File: src/rtl/input_scan_pkg.sv
// Shared types and helpers for the board input scan controller.
// Holds the button FSM state encoding, the board clock rate and the counter sizing helper.
// S_LO must stay at encoding 0 so that a cleared state register means "released".
package input_scan_pkg;

  // Board clock frequency the default debounce/hold/repeat counts are derived from.
  localparam int unsigned CLK_HZ = 100_000_000;

  // Per-channel button FSM states.
  typedef enum logic [1:0] {
    S_LO     = 2'd0,
    S_CHK_HI = 2'd1,
    S_HI     = 2'd2,
    S_CHK_LO = 2'd3
  } btn_state_t;

  // Width large enough to hold the largest of the three cycle counts.
  function automatic int unsigned cnt_width(input int unsigned deb,
                                            input int unsigned hold,
                                            input int unsigned rpt);
    int unsigned m;
    m = deb;
    if (hold > m) m = hold;
    if (rpt > m) m = rpt;
    if (m < 1) m = 1;
    return $clog2(m + 1);
  endfunction

endpackage

File: src/rtl/btn_debounce_ch.sv
// One push-button channel: 2-FF synchroniser, debounce FSM, press/release pulses, optional auto-repeat.
// Latency: a clean pin edge moves dbtn_o after DEBOUNCE_CYCLES+2 clock edges; pulses share that edge.
// Optional feature macro: INPUT_SCAN_AUTOREPEAT_EN (rpt_o tied low and no repeat counter when undefined).
module btn_debounce_ch
  import input_scan_pkg::*;
#(
  parameter int unsigned DEBOUNCE_CYCLES = 1_000_000,
  parameter int unsigned HOLD_CYCLES     = 50_000_000,
  parameter int unsigned REPEAT_CYCLES   = 10_000_000
) (
  input  logic clk_i,
  input  logic rst_i,
  input  logic btn_i,
  output logic dbtn_o,
  output logic press_o,
  output logic rel_o,
  output logic rpt_o
);

  localparam int unsigned CNT_W = cnt_width(DEBOUNCE_CYCLES, HOLD_CYCLES, REPEAT_CYCLES);
  localparam logic [CNT_W-1:0] CNT_MAX = '1;
  localparam logic [CNT_W-1:0] CNT_ONE = CNT_W'(1);
  localparam logic [CNT_W-1:0] DEB_C   = CNT_W'(DEBOUNCE_CYCLES);

  logic             s1_q, s2_q;
  btn_state_t       state_q, state_d;
  logic [CNT_W-1:0] cnt_q, cnt_d, cnt_inc;
  logic             dbtn_q, dbtn_d;
  logic             press_q, press_d;
  logic             rel_q, rel_d;

  // Two-stage synchroniser; only s2_q is seen by the FSM.
  always_ff @(posedge clk_i or posedge rst_i) begin
    if (rst_i) begin
      s1_q <= 1'b0;
      s2_q <= 1'b0;
    end else begin
      s1_q <= btn_i;
      s2_q <= s1_q;
    end
  end

  // Next-state logic: cnt holds the number of consecutive samples seen at the new level.
  always_comb begin
    state_d = state_q;
    cnt_d   = cnt_q;
    dbtn_d  = dbtn_q;
    press_d = 1'b0;
    rel_d   = 1'b0;
    cnt_inc = (cnt_q == CNT_MAX) ? cnt_q : cnt_q + CNT_ONE;
    unique case (state_q)
      S_LO: begin
        if (s2_q) begin
          if (DEBOUNCE_CYCLES <= 1) begin
            state_d = S_HI;
            dbtn_d  = 1'b1;
            press_d = 1'b1;
            cnt_d   = '0;
          end else begin
            state_d = S_CHK_HI;
            cnt_d   = CNT_ONE;
          end
        end
      end
      S_CHK_HI: begin
        if (!s2_q) begin
          state_d = S_LO;
          cnt_d   = '0;
        end else if (cnt_inc == DEB_C) begin
          state_d = S_HI;
          dbtn_d  = 1'b1;
          press_d = 1'b1;
          cnt_d   = '0;
        end else begin
          cnt_d = cnt_inc;
        end
      end
      S_HI: begin
        if (!s2_q) begin
          if (DEBOUNCE_CYCLES <= 1) begin
            state_d = S_LO;
            dbtn_d  = 1'b0;
            rel_d   = 1'b1;
            cnt_d   = '0;
          end else begin
            state_d = S_CHK_LO;
            cnt_d   = CNT_ONE;
          end
        end
      end
      S_CHK_LO: begin
        if (s2_q) begin
          state_d = S_HI;
          cnt_d   = '0;
        end else if (cnt_inc == DEB_C) begin
          state_d = S_LO;
          dbtn_d  = 1'b0;
          rel_d   = 1'b1;
          cnt_d   = '0;
        end else begin
          cnt_d = cnt_inc;
        end
      end
      default: begin
        state_d = S_LO;
        cnt_d   = '0;
        dbtn_d  = 1'b0;
      end
    endcase
  end

  // FSM state, debounce counter and registered level/pulse outputs.
  always_ff @(posedge clk_i or posedge rst_i) begin
    if (rst_i) begin
      state_q <= S_LO;
      cnt_q   <= '0;
      dbtn_q  <= 1'b0;
      press_q <= 1'b0;
      rel_q   <= 1'b0;
    end else begin
      state_q <= state_d;
      cnt_q   <= cnt_d;
      dbtn_q  <= dbtn_d;
      press_q <= press_d;
      rel_q   <= rel_d;
    end
  end

  assign dbtn_o  = dbtn_q;
  assign press_o = press_q;
  assign rel_o   = rel_q;

`ifdef INPUT_SCAN_AUTOREPEAT_EN
  localparam logic [CNT_W-1:0] HOLD_C = CNT_W'(HOLD_CYCLES);
  localparam logic [CNT_W-1:0] RPT_C  = CNT_W'(REPEAT_CYCLES);

  logic [CNT_W-1:0] rpt_cnt_q, rpt_cnt_d, rpt_inc;
  logic             rpt_first_q, rpt_first_d;
  logic             rpt_q, rpt_d;

  // Repeat timer: restarts on the press edge, first period HOLD, then REPEAT; dropping to S_LO wins.
  always_comb begin
    rpt_cnt_d   = rpt_cnt_q;
    rpt_first_d = rpt_first_q;
    rpt_d       = 1'b0;
    rpt_inc     = (rpt_cnt_q == CNT_MAX) ? rpt_cnt_q : rpt_cnt_q + CNT_ONE;
    if (state_d == S_LO) begin
      rpt_cnt_d   = '0;
      rpt_first_d = 1'b0;
    end else if (press_d) begin
      rpt_cnt_d   = '0;
      rpt_first_d = 1'b1;
    end else if (state_q == S_HI || state_q == S_CHK_LO) begin
      if (rpt_inc == (rpt_first_q ? HOLD_C : RPT_C)) begin
        rpt_d       = 1'b1;
        rpt_cnt_d   = '0;
        rpt_first_d = 1'b0;
      end else begin
        rpt_cnt_d = rpt_inc;
      end
    end
  end

  // Repeat timer registers and registered repeat pulse.
  always_ff @(posedge clk_i or posedge rst_i) begin
    if (rst_i) begin
      rpt_cnt_q   <= '0;
      rpt_first_q <= 1'b0;
      rpt_q       <= 1'b0;
    end else begin
      rpt_cnt_q   <= rpt_cnt_d;
      rpt_first_q <= rpt_first_d;
      rpt_q       <= rpt_d;
    end
  end

  assign rpt_o = rpt_q;
`else
  assign rpt_o = 1'b0;
`endif

endmodule

File: src/rtl/input_scan_ctrl.sv
// Board input front end: NUM_BTN debounced buttons with press/release/repeat pulses, NUM_SW synchronised switches.
// Latency: buttons DEBOUNCE_CYCLES+2 edges pin-to-output; switches 2 edges to SW_O, 3 to SW_LED_O.
// Optional feature macro: INPUT_SCAN_AUTOREPEAT_EN enables BTN_RPT_O; no backpressure, outputs are free-running.
module input_scan_ctrl
  import input_scan_pkg::*;
#(
  parameter int unsigned NUM_BTN         = 5,
  parameter int unsigned NUM_SW          = 16,
  parameter int unsigned DEBOUNCE_CYCLES = 1_000_000,
  parameter int unsigned HOLD_CYCLES     = 50_000_000,
  parameter int unsigned REPEAT_CYCLES   = 10_000_000
) (
  input  logic               CLK100_I,
  input  logic               RST_I,
  input  logic [NUM_BTN-1:0] BTN_I,
  input  logic [NUM_SW-1:0]  SW_I,
  output logic [NUM_BTN-1:0] DBTN_O,
  output logic [NUM_BTN-1:0] BTN_PRESS_O,
  output logic [NUM_BTN-1:0] BTN_REL_O,
  output logic [NUM_BTN-1:0] BTN_RPT_O,
  output logic [NUM_SW-1:0]  SW_O,
  output logic [NUM_SW-1:0]  SW_LED_O,
  output logic               SW_CHG_O
);

  // One independent debounce channel per button.
  for (genvar g = 0; g < NUM_BTN; g++) begin : g_btn
    btn_debounce_ch #(
      .DEBOUNCE_CYCLES (DEBOUNCE_CYCLES),
      .HOLD_CYCLES     (HOLD_CYCLES),
      .REPEAT_CYCLES   (REPEAT_CYCLES)
    ) u_ch (
      .clk_i   (CLK100_I),
      .rst_i   (RST_I),
      .btn_i   (BTN_I[g]),
      .dbtn_o  (DBTN_O[g]),
      .press_o (BTN_PRESS_O[g]),
      .rel_o   (BTN_REL_O[g]),
      .rpt_o   (BTN_RPT_O[g])
    );
  end

  logic [NUM_SW-1:0] sw_s1_q, sw_s2_q, sw_led_q;

  // Switch synchroniser plus the one-cycle-delayed LED copy used for change detection.
  always_ff @(posedge CLK100_I or posedge RST_I) begin
    if (RST_I) begin
      sw_s1_q  <= '0;
      sw_s2_q  <= '0;
      sw_led_q <= '0;
    end else begin
      sw_s1_q  <= SW_I;
      sw_s2_q  <= sw_s1_q;
      sw_led_q <= sw_s2_q;
    end
  end

  assign SW_O     = sw_s2_q;
  assign SW_LED_O = sw_led_q;
  // High exactly while the LED copy lags the synchronised bus, i.e. one cycle per change.
  assign SW_CHG_O = |(sw_s2_q ^ sw_led_q);

endmodule

File: config.mk
export PLATFORM = sky130hd
export DESIGN_NAME = input_scan_ctrl
export DESIGN_NICKNAME = d
export VERILOG_FILES = /design/src/rtl/input_scan_pkg.sv /design/src/rtl/btn_debounce_ch.sv /design/src/rtl/input_scan_ctrl.sv
export SDC_FILE = /design/constraint.sdc
export NUM_CORES = 1
export LEC_CHECK = 0
export CAP_MARGIN = 20
export CELL_PAD_IN_SITES_DETAIL_PLACEMENT = 2
export CELL_PAD_IN_SITES_GLOBAL_PLACEMENT = 2
export CORE_ASPECT_RATIO = 1.1
export CORE_MARGIN = 4
export CORE_UTILIZATION = 35
export CTS_BUF_LIST = sky130_fd_sc_hd__clkbuf_8
export DETAILED_ROUTE_END_ITERATION = 8
export PLACE_DENSITY = 0.77
export SETUP_SLACK_MARGIN = 0.1
export SYNTH_ARGS = -nofsm -noshare
export SYNTH_HDL_FRONTEND = slang
export SYNTH_HIERARCHICAL = 1
export SYNTH_SLANG_ARGS = --single-unit
File: constraint.sdc
create_clock -name CLK100_I -period 3 [get_ports CLK100_I]
set_clock_uncertainty 0.1 [all_clocks]
set_input_delay 0.9 -clock CLK100_I [delete_from_list [all_inputs] [get_ports CLK100_I]]
set_output_delay 0.9 -clock CLK100_I [all_outputs]
set_load 0.02 [all_outputs]
==> out/results.txt <==
Drt pass-1 iters - 6
CP dominant cell by count - buf_4
Number of global-route vias before repair - 19630
CP Capture Type - flip-flop
Crit path buf inv count - 4
Vias - 18880
Worst Path Required - 3.45 ns
DRC viols - 0
Min Tclk post-route - 3.483 ns
Placed Instances - 2519
CP top delay family - simple AND/OR/NAND/NOR gates
Crit Path Category - flip-flop to flip-flop
Hold WS - 0.2345 ns
Syn avg cell area - 8.722 um2
Clock tree buffer depth - 3
Critical Path Source Type - flip-flop
Layout Cells excl Fill - 2711
Total GRT Usage - 0.3662
Antenna violations before repair - 5
Final period utilization - 1.161
EDFF count, synth - 0
Clk sink count - 213
Vias/cell - 6.965
Slew of the pin with the lowest slew margin - 1.284 ns
Ports - 76
Port buffer count - 70
#FFs+latches synth - 213
Sequential cell area fraction in the yosys report - 0.3677
LEAKAGE - 9.260 nW
Slowest cell on crit path - nor2_2
H-tree levels - 2
Final Max Tran Viols - 0
CP max FO - 9
Routed WL - 102900 um
P&R area growth vs syn - 49.11%
Chip width - 202.0 um
Worst path arrival time - 3.93 ns
Initial Util - 0.3574
Synth Instances - 1662
Syn Std Cell Area - 14500 um2
CTS Buf Count - 41
Crit path largest cell delay - 0.53 ns
Root Driver - clkbuf_8
Rel. slew slack - 0.1370
Post-Syn Nets - 1690
Status - complete, but fails checks
VDD IR max - 0.5554 mV
Fillers - 4134
Final Hold Viols - 0
Failing checks - setup timing
Routed len/inst - 37.97 um
Die H - 221.4 um
RSZ-0062 raised after global routing - yes
Largest net degree at the start of global routing - 49
Pwr Density - 333.8 nW/um2
Final nets - 2154
CORE AREA - 40560 um2
Post-route cell area - 21610 um2
Post-DP HPWL - 47230 um
First-pass GRT wire length - 128600 um
Ys async rst share - 1.000
CTS tree - yes
Yosys warning count - 6
Die ar. - 44740 um2
Setup ws final - -0.4828 ns
Maxcap violations - 0
DP Area - 18050 um2
Dpl ws - -0.2728 ns
Layout cells sized above 1 - 0.4237
Synth cell types - 84
ANT nets after route - 0
Tightest Hold Check Type - flip-flop to flip-flop
Worst-path cell chain - buf_4 > nand3_1 > nor2_2 > buf_4 > a211o_1 > o2111a_1 > nor2_2 > nor4_4 > buf_4 > buf_8 > nand4b_1 > nand3_2
Worst-Skew Late Latency - 0.68 ns
Gr ovfl total - 0
Maximum clock rate - 287.1 MHz
Main synth FF type - dfrtp_1
Core Util, Final - 0.5329
Count of final setup violators - 76
Final Wtd Congestion - 0.9639
Row count - 77
Clock transition at path regs - 0.08 ns
Starting DRT DRC Count - 1932
## what timing repair did
| item | in CTS | in global routing |
|---|---|---|
| cloned | 1 | 0 |
| endpoints found under the setup margin | 77 | 77 |
| setup buffers | 66 | 50 |
| hold buffers | 0 | 0 |
| pin swaps | 93 | 73 |
| gates resized for setup | 244 | 183 |
## where the power goes
group	total [mW]	switching [mW]	leakage (nW)	internal, mW
clock network	3.47	1.73	0.489	1.74
registers	3.02	0.0894	2.74	2.93
logic	0.725	0.474	6.03	0.252
## cell families after synthesis
logic type	Yosys count	synth area share
other	5	0.001295
and+or+nand+nor	785	0.3086
muxes	23	0.01804
DFF	213	0.3677
xor gates and xnor gates	64	0.03867
buffers and inverters	182	0.06344
adders and majority gates	5	0.004316
AOI/OAI and AO/OA	385	0.1979
## stage by stage
stage	power [mW]	TNS [ns]
after floorplan	3.305	0
after global placement	3.567	-0.6533
after detailed placement	3.613	-7.186
after CTS	6.886	-0.06745
after global routing	7.377	-22.36
final	7.214	-19.77
## Yosys cell counts (32+ instances only)
library cell | n | share of area
dfrtp_1 | 213 | 0.37
nand2_1 | 196 | 0.051
nor2_1 | 109 | 0.028
nand3_1 | 88 | 0.030
nor3_1 | 82 | 0.028
clkbuf_1 | 62 | 0.016
a21oi_1 | 55 | 0.019
o21ai_0 | 53 | 0.018
and3_1 | 50 | 0.022
buf_2 | 48 | 0.017
inv_1 | 40 | 0.010
o31ai_1 | 38 | 0.020
nand4_1 | 35 | 0.015
xnor2_1 | 35 | 0.021
nor4_1 | 32 | 0.014
## cell type report
class	instances	area (um2)	share of cell area
Clock inverter	26	206.4	0.009552
Inverter	40	150.1	0.006947
Antenna cell	1	2.502	0.0001158
Multi-Input combinational cell	1267	9899	0.4580
Clock buffer	48	660.6	0.03057
Sequential cell	213	5385	0.2492
Tap cell	553	691.9	0.03201
Timing Repair Buffer	563	4617	0.2136
## flip-flops by register name (all words and copies together) (netlist names), named ones only
name,count
g_btn.u_ch/s2_q,5
g_btn.u_ch/state_q,5
SW_LED_O,16
g_btn.u_ch/rel_o,5
g_btn.u_ch/press_o,5
g_btn.u_ch/dbtn_o,5
g_btn.u_ch/cnt_q,130
g_btn.u_ch/s1_q,5
sw_s1_q,16
SW_O,16
## per-layer routing
layer,global-route usage,routed length [um],vias up
li1,-,-,7113
met1,0.3978,34620,9505
met2,0.6557,49780,1490
met3,0.06837,8043,768
met4,0.2261,10450,6
met5,0,32,-
## final timing paths
check                                        start                       to  slack (ns)  cells after the start
setup reg to reg           g_btn[2].u_ch/cnt_q[20]   g_btn[2].u_ch/cnt_q[1]       -0.48                     12
min in group asynchronous                    RST_I               sw_s1_q[4]        0.89                      3
hold / removal                  g_btn[0].u_ch/s1_q       g_btn[0].u_ch/s2_q        0.23                      0
setup / recovery           g_btn[2].u_ch/cnt_q[20]   g_btn[2].u_ch/cnt_q[1]       -0.48                     12
max in group asynchronous                    RST_I  g_btn[2].u_ch/cnt_q[11]        1.34                      3
hold reg to reg                 g_btn[0].u_ch/s1_q       g_btn[0].u_ch/s2_q        0.23                      0
## placed cells by master (no fill, tap or decap), types with 35 or more instances in the layout
cell	instances
nor2_1	87
dfrtp_1	169
o21ai_0	48
and3_1	37
nand2_1	190
dfrtp_2	44
clkbuf_8	48
a21oi_1	44
nand4_1	35
nand3_1	72
inv_1	48
nor3_1	56
buf_6	46
buf_4	442
clkdlybuf4s50_1	68
(Power assumes the default switching activity.)
